### src/rtl/mem_access_pkg.sv
// rtl/mem_access_pkg.sv - shared types and helpers for the load/store aligner
package mem_access_pkg;

  typedef enum logic [1:0] {
    SIZE_BYTE  = 2'd0,
    SIZE_HALF  = 2'd1,
    SIZE_WORD  = 2'd2,
    SIZE_DWORD = 2'd3
  } access_size_t;

  typedef enum logic [1:0] {
    ST_IDLE  = 2'd0,
    ST_BEAT0 = 2'd1,
    ST_BEAT1 = 2'd2,
    ST_RESP  = 2'd3
  } aligner_state_t;

  function automatic logic [3:0] size_bytes(input logic [1:0] size);
    return 4'd1 << size;
  endfunction

endpackage

### src/rtl/lane_mask_gen.sv
// rtl/lane_mask_gen.sv - byte-lane mask over two adjacent words for a sized access
module lane_mask_gen
  import mem_access_pkg::*;
#(
  parameter int WORD_BYTES = 4,
  parameter int OFF_W      = $clog2(WORD_BYTES)
) (
  input  logic [1:0]              size,
  input  logic [OFF_W-1:0]        offset,
  output logic [2*WORD_BYTES-1:0] lanes
);

  int nb;
  int off;

  // Range compare per lane avoids the overflow of (1 << nbytes) when nbytes == 2*WORD_BYTES.
  always_comb begin
    nb  = int'(size_bytes(size));
    off = int'(offset);
    for (int i = 0; i < 2*WORD_BYTES; i++) begin
      lanes[i] = (i >= off) && (i < off + nb);
    end
  end

endmodule

### src/rtl/mem_access_aligner.sv
// rtl/mem_access_aligner.sv - LSU access aligner issuing byte-enabled word beats
// Define MEM_MISALIGNED_SPLIT_EN to split word-crossing accesses into two beats.
module mem_access_aligner
  import mem_access_pkg::*;
#(
  parameter  int WORD_BYTES = 4,
  parameter  int ADDR_WIDTH = 32,
  localparam int WORD_BITS  = 8*WORD_BYTES
) (
  input  logic                  clk,
  input  logic                  rst,
  input  logic                  req_valid,
  output logic                  req_ready,
  input  logic                  req_we,
  input  logic [ADDR_WIDTH-1:0] req_addr,
  input  logic [1:0]            req_size,
  input  logic                  req_unsigned,
  input  logic [WORD_BITS-1:0]  req_data,
  output logic                  mem_valid,
  input  logic                  mem_ready,
  output logic                  mem_we,
  output logic [ADDR_WIDTH-1:0] mem_addr,
  output logic [WORD_BYTES-1:0] mem_byte_en,
  output logic [WORD_BITS-1:0]  mem_wdata,
  input  logic [WORD_BITS-1:0]  mem_rdata,
  output logic                  rsp_valid,
  input  logic                  rsp_ready,
  output logic [WORD_BITS-1:0]  rsp_data,
  output logic                  rsp_err
);

  localparam int OFF_W = $clog2(WORD_BYTES);

  aligner_state_t state;

  logic [OFF_W-1:0]        off_q;
  access_size_t            size_q;
  logic                    we_q;
  logic                    uns_q;

  logic [OFF_W-1:0]        req_off;
  logic [2*WORD_BYTES-1:0] req_lanes;
  logic [WORD_BITS-1:0]    req_wdata0;
  logic                    req_err;

  logic [WORD_BITS-1:0]    merged;
  logic [WORD_BITS-1:0]    load_result;
  logic                    sign;
  int                      nb;

`ifdef MEM_MISALIGNED_SPLIT_EN
  logic [WORD_BYTES-1:0]   lanes_hi_q;
  logic [WORD_BITS-1:0]    wdata1_q;
  logic [WORD_BITS-1:0]    rdata0_q;
  logic [WORD_BITS-1:0]    req_wdata1;
`endif

  assign req_off   = req_addr[OFF_W-1:0];
  assign req_ready = (state == ST_IDLE) && !rst;

  lane_mask_gen #(.WORD_BYTES(WORD_BYTES), .OFF_W(OFF_W)) u_lane_mask (
    .size  (req_size),
    .offset(req_off),
    .lanes (req_lanes)
  );

  // Store data is shifted into its lanes; bytes beyond the access size are zeroed.
  always_comb begin
    req_wdata0 = req_data << (8*req_off);
    for (int i = 0; i < WORD_BYTES; i++) begin
      if (!req_lanes[i]) req_wdata0[8*i +: 8] = '0;
    end
`ifdef MEM_MISALIGNED_SPLIT_EN
    req_wdata1 = req_data >> (8*(WORD_BYTES - int'(req_off)));
    for (int i = 0; i < WORD_BYTES; i++) begin
      if (!req_lanes[WORD_BYTES+i]) req_wdata1[8*i +: 8] = '0;
    end
`endif
  end

`ifdef MEM_MISALIGNED_SPLIT_EN
  assign req_err = int'(size_bytes(req_size)) > WORD_BYTES;
`else
  assign req_err = (int'(size_bytes(req_size)) > WORD_BYTES) ||
                   (|req_lanes[2*WORD_BYTES-1:WORD_BYTES]);
`endif

  // Merge the returned beat(s), right-align, then mask and extend to the access size.
  always_comb begin
`ifdef MEM_MISALIGNED_SPLIT_EN
    if (state == ST_BEAT1) merged = WORD_BITS'({mem_rdata, rdata0_q} >> (8*off_q));
    else                   merged = mem_rdata >> (8*off_q);
`else
    merged = mem_rdata >> (8*off_q);
`endif
    nb   = int'(size_bytes(size_q));
    sign = 1'b0;
    for (int b = 0; b < WORD_BYTES; b++) begin
      if (b == nb - 1) sign = merged[8*b+7];
    end
    sign = sign && !uns_q;
    for (int b = 0; b < WORD_BYTES; b++) begin
      load_result[8*b +: 8] = (b < nb) ? merged[8*b +: 8] : {8{sign}};
    end
  end

  always_ff @(posedge clk or posedge rst) begin
    if (rst) begin
      state       <= ST_IDLE;
      off_q       <= '0;
      size_q      <= SIZE_BYTE;
      we_q        <= 1'b0;
      uns_q       <= 1'b0;
      mem_valid   <= 1'b0;
      mem_we      <= 1'b0;
      mem_addr    <= '0;
      mem_byte_en <= '0;
      mem_wdata   <= '0;
      rsp_valid   <= 1'b0;
      rsp_data    <= '0;
      rsp_err     <= 1'b0;
`ifdef MEM_MISALIGNED_SPLIT_EN
      lanes_hi_q  <= '0;
      wdata1_q    <= '0;
      rdata0_q    <= '0;
`endif
    end else begin
      case (state)
        ST_IDLE: begin
          if (req_valid) begin
            off_q  <= req_off;
            size_q <= access_size_t'(req_size);
            we_q   <= req_we;
            uns_q  <= req_unsigned;
`ifdef MEM_MISALIGNED_SPLIT_EN
            lanes_hi_q <= req_lanes[2*WORD_BYTES-1:WORD_BYTES];
            wdata1_q   <= req_wdata1;
`endif
            if (req_err) begin
              state     <= ST_RESP;
              rsp_valid <= 1'b1;
              rsp_err   <= 1'b1;
              rsp_data  <= '0;
            end else begin
              state       <= ST_BEAT0;
              mem_valid   <= 1'b1;
              mem_we      <= req_we;
              mem_addr    <= {req_addr[ADDR_WIDTH-1:OFF_W], {OFF_W{1'b0}}};
              mem_byte_en <= req_lanes[WORD_BYTES-1:0];
              mem_wdata   <= req_wdata0;
            end
          end
        end
        ST_BEAT0: begin
          if (mem_ready) begin
`ifdef MEM_MISALIGNED_SPLIT_EN
            if (|lanes_hi_q) begin
              state       <= ST_BEAT1;
              rdata0_q    <= mem_rdata;
              mem_addr    <= mem_addr + ADDR_WIDTH'(WORD_BYTES);
              mem_byte_en <= lanes_hi_q;
              mem_wdata   <= wdata1_q;
            end else
`endif
            begin
              state     <= ST_RESP;
              mem_valid <= 1'b0;
              rsp_valid <= 1'b1;
              rsp_err   <= 1'b0;
              rsp_data  <= we_q ? '0 : load_result;
            end
          end
        end
`ifdef MEM_MISALIGNED_SPLIT_EN
        ST_BEAT1: begin
          if (mem_ready) begin
            state     <= ST_RESP;
            mem_valid <= 1'b0;
            rsp_valid <= 1'b1;
            rsp_err   <= 1'b0;
            rsp_data  <= we_q ? '0 : load_result;
          end
        end
`endif
        ST_RESP: begin
          if (rsp_ready) begin
            state     <= ST_IDLE;
            rsp_valid <= 1'b0;
            rsp_err   <= 1'b0;
          end
        end
        default: state <= ST_IDLE;
      endcase
    end
  end

endmodule
### config.mk
export PLATFORM = sky130hd
export DESIGN_NAME = mem_access_aligner
export DESIGN_NICKNAME = d
export VERILOG_FILES = /design/src/rtl/mem_access_pkg.sv /design/src/rtl/lane_mask_gen.sv /design/src/rtl/mem_access_aligner.sv
export SDC_FILE = /design/constraint.sdc
export NUM_CORES = 1
export LEC_CHECK = 0
export BUFFER_PORTS_ARGS = -buffer_cell sky130_fd_sc_hd__clkbuf_2
export CAP_MARGIN = 20
export CORE_ASPECT_RATIO = 0.6
export CORE_MARGIN = 2
export CORE_UTILIZATION = 49
export DETAILED_ROUTE_END_ITERATION = 7
export GPL_ROUTABILITY_DRIVEN = 0
export PLACE_DENSITY = 0.81
export SLEW_MARGIN = 5
export SYNTH_ARGS = -nofsm -noshare
export SYNTH_HDL_FRONTEND = slang
export SYNTH_SLANG_ARGS = --single-unit
### constraint.sdc
create_clock -name clk -period 4.3 [get_ports clk]
set_input_delay 0.215 -clock clk [delete_from_list [all_inputs] [get_ports clk]]
set_output_delay 0.215 -clock clk [all_outputs]
set_load 0.02 [all_outputs]
==> flow_summary_export.csv <==
group,metric,value,unit
outcome,outcome,"completed",
sta,hold_violations,0,
sta,fin_worst_skew,0.008167,ns
finish,fin_nets,764,
sta,setup_tns,0,ns
global_routing,grtUsageTotal,0.2347,
pwr,leakage,3.523,nW
detailed_routing,drt_iter0_drc,239,
sta,fmax,379.6,MHz
global_routing,grt_max_degree,78,
global_routing,grt_pass1_vias,4320,
clock_network,clock_path_buffers,2,
worst_setup_path,crit_path_top_delay_cell,"nor2b_1",
floorplan,die_w,138.1,um
synth,syn_area_per_cell,11.47,um^2
synth,synth.distinct_cells,42,
clock_network,cts_root_buf,"clkbuf_16",
detailed_routing,dr.pass1.iters,4,
detailed_routing,wire_per_inst,16.97,um
worst_setup_path,setup.worst_path.start_class,"register",
global_routing,grt_pass1_wl,22110,um
detailed_routing,vias_per_cell,5.405,
sta,slew_violations,0,
pwr,powerDensity,694.4,mW/mm^2
clock_network,cts_hold_buf,0,
worst_setup_path,path_cells,"buf_4 > nor2b_1 > a2bb2oi_1 > a2111o_1 > nor2_4 > a221o_1",
clock_network,clock_latency,0.33,ns
synth,synth.yosys.seq_area_share,0.5205,
finish,diodes,0,
detailed_routing,ant_nets,0,
detailed_routing,drc,0,
worst_hold_path,min_path_type,"in2async",
floorplan,rows,29,
synth,synth_top_family_by_area,"multiplexers",
floorplan,core,0.01052,mm^2
synth,synth_compound_area_frac,0.1417,
worst_setup_path,worstRegToRegCells,6,
synth,netlist_instances,461,
synth,synth_seq_cells,110,
synth,synthMuxAreaShare,0.1945,
synth,netlist_area,0.005289,mm^2
worst_setup_path,path_max_fanout,31,
clock_network,cts.repair.resized,0,
sta,rsz0062_at_grt,"no",
run,cap_violations,0,
pwr,vdd_drop_max,0.4206,mV
clock_network,htreeDepth,3,
sta,slew_headroom,0.3763,
worst_setup_path,crit_arrival,2.90,ns
sta,setup_viol,0,
worst_setup_path,critPathMaxStageDelay,0.54,ns
floorplan,dieArea,0.01167,mm^2
finish,drive_above_1_share,0.4569,
sta,fin_crit,2.634,ns
clock_network,clk_pin_slew,0.07,ns
worst_setup_path,required,4.56,ns
finish,syn_to_final_growth,26.66,%
global_routing,antenna_found_initial,0,
synth,synth-adder-area-share,0.008517,
placement,port_buffers,207,
placement,place_hpwl,10360,um
global_routing,grt_overflow,0,
clock_network,post-cts-setup-buffer-count,0,
worst_setup_path,r2r_start,"off_q[0]",
clock_network,cts_tree,"yes",
synth,ys_warn_count,0,
floorplan,initial_core_util,0.5026,
detailed_routing,vias,4324,
worst_setup_path,r2r_slack,1.67,ns
sta,timing.hold.ws,0.06517,ns
worst_setup_path,r2r-end,"rsp_data[29]",
sta,tightestPinTransition,0.9355,ns
detailed_routing,routed_wl,13580,um
sta,period_share,0.6127,
clock_network,numCtsBuffers,9,
clock_network,clkSinkCount,110,
synth,yosys.area_share.simple,0.09865,
floorplan,fp.dieH,84.48,um
worst_setup_path,worstSetupPathType,"reg2reg",
floorplan,ios,210,
synth,synth_xor_area_frac,0.003075,
worst_setup_path,worstSetupEndpointType,"register",
==> stage by stage <==
step | power [mW] | setup slack (ns) | instances | instance area [um^2] | util
3_3_place_gp | 3.802 | 1.374 | 783 | 6401 | 0.6083
6_report | 4.652 | 1.666 | 800 | 6699 | 0.6366
2_1_floorplan | 3.170 | 1.183 | 462 | 5293 | -
4_1_cts | 4.679 | 1.601 | 799 | 6684 | 0.6352
5_1_grt | 4.945 | 1.465 | 800 | 6699 | 0.6366
3_5_place_dp | 3.878 | 1.257 | 783 | 6401 | 0.6083
==> flip-flops by register name, summed over array words and instances, names as in the netlist <==
register and count:
mem_addr 30, mem_byte_en 4, mem_valid 1, mem_wdata 32
mem_we 1, off_q 2, rsp_data 32, rsp_err 1
rsp_valid 1, size_q 2, state 2, uns_q 1
we_q 1
==> layer usage <==
metal / global-route usage / vias up / part of all wire
met5: 0 / - / 0
met4: 0.04731 / 0 / 0.0094
met3: 0.06731 / 10 / 0.078
met2: 0.3623 / 177 / 0.45
met1: 0.3358 / 2089 / 0.46
li1: - / 2048 / -
==> cells by family (layout without fill, tap and decap cells) <==
logic type,Yosys count,count (layout)
simple gates,112,112
flops,110,110
compound gates,107,107
mux,92,92
buf+inv,35,234
fa+ha+maj,3,3
other cells,1,2
xor+xnor,1,1
==> critical path: cells and delay by family, from the launching register on <==
family	cells	cell delay [ns]
compound gates	3	0.89
buf+inv	1	0.36
simple gates	2	0.86
flops	1	0.44
==> synthesized netlist by cell type (all sizes together) <==
master	number	area share
a2bb2oi	1	0.0017
mux4	3	0.013
nand2b	1	0.0012
dfrtp	110	0.52
inv	2	0.0014
a2111o	1	0.0021
a32o	6	0.011
fa	1	0.0038
a22oi	1	0.0014
nor3b	2	0.0059
clkbuf	7	0.0050
mux2i	33	0.062
or2	2	0.0024
nand3b	1	0.0014
a211o	16	0.026
xnor2	1	0.0031
a211oi	14	0.020
conb	1	0.00071
ha	2	0.0047
and4	1	0.0017
nor2b	18	0.022
mux2	56	0.12
o21ai	29	0.031
nand3	3	0.0028
buf	26	0.026
nand2	52	0.037
a22o	2	0.0033
a21oi	25	0.024
nor3	2	0.0019
nor2	30	0.023
a221o	8	0.015
o211ai	1	0.0014
a21o	3	0.0043
==> how the worst max path moves through the flow <==
| stage | startpoint | endpoint | slack (ns) |
|---|---|---|---|
| floorplan | rst | mem_addr[10] | 1.18 |
| global placement | req_addr[1] | rsp_data[2] | 1.37 |
| detailed placement | req_addr[1] | rsp_data[8] | 1.26 |
| CTS | req_addr[1] | rsp_data[10] | 1.60 |
| global route | off_q[0] | rsp_data[28] | 1.46 |
| finish | off_q[0] | rsp_data[29] | 1.67 |
==> power by group <==
part	leakage [nW]	internal, mW	switching [mW]
combinational	1.96	0.843	1.26
sequential	1.42	1.47	0.298
clock	0.139	0.413	0.370
total	3.52	2.72	1.93
==> layout make-up <==
class / count / area, um^2
Clock buffer: 10 / 239.0
Clock inverter: 6 / 43.79
Fill cell: 873 / 3824
Inverter: 2 / 10.01
Multi-Input combinational cell: 317 / 2369
Sequential cell: 110 / 2753
Tap cell: 139 / 173.9
Timing Repair Buffer: 216 / 1111
==> layout by cell type (no fill, tap or decap), drive strengths merged, types with 4 or more instances in the layout <==
cell    synthesis  final
clkbuf          7    217
dfrtp         110    110
mux2           56     56
nand2          52     52
mux2i          33     33
nor2           30     30
o21ai          29     29
a21oi          25     25
nor2b          18     18
a211o          16     16
a211oi         14     14
buf            26      9
a221o           8      8
a32o            6      6
inv             2      4
No activity file was read; power rests on OpenSTA's default activity.
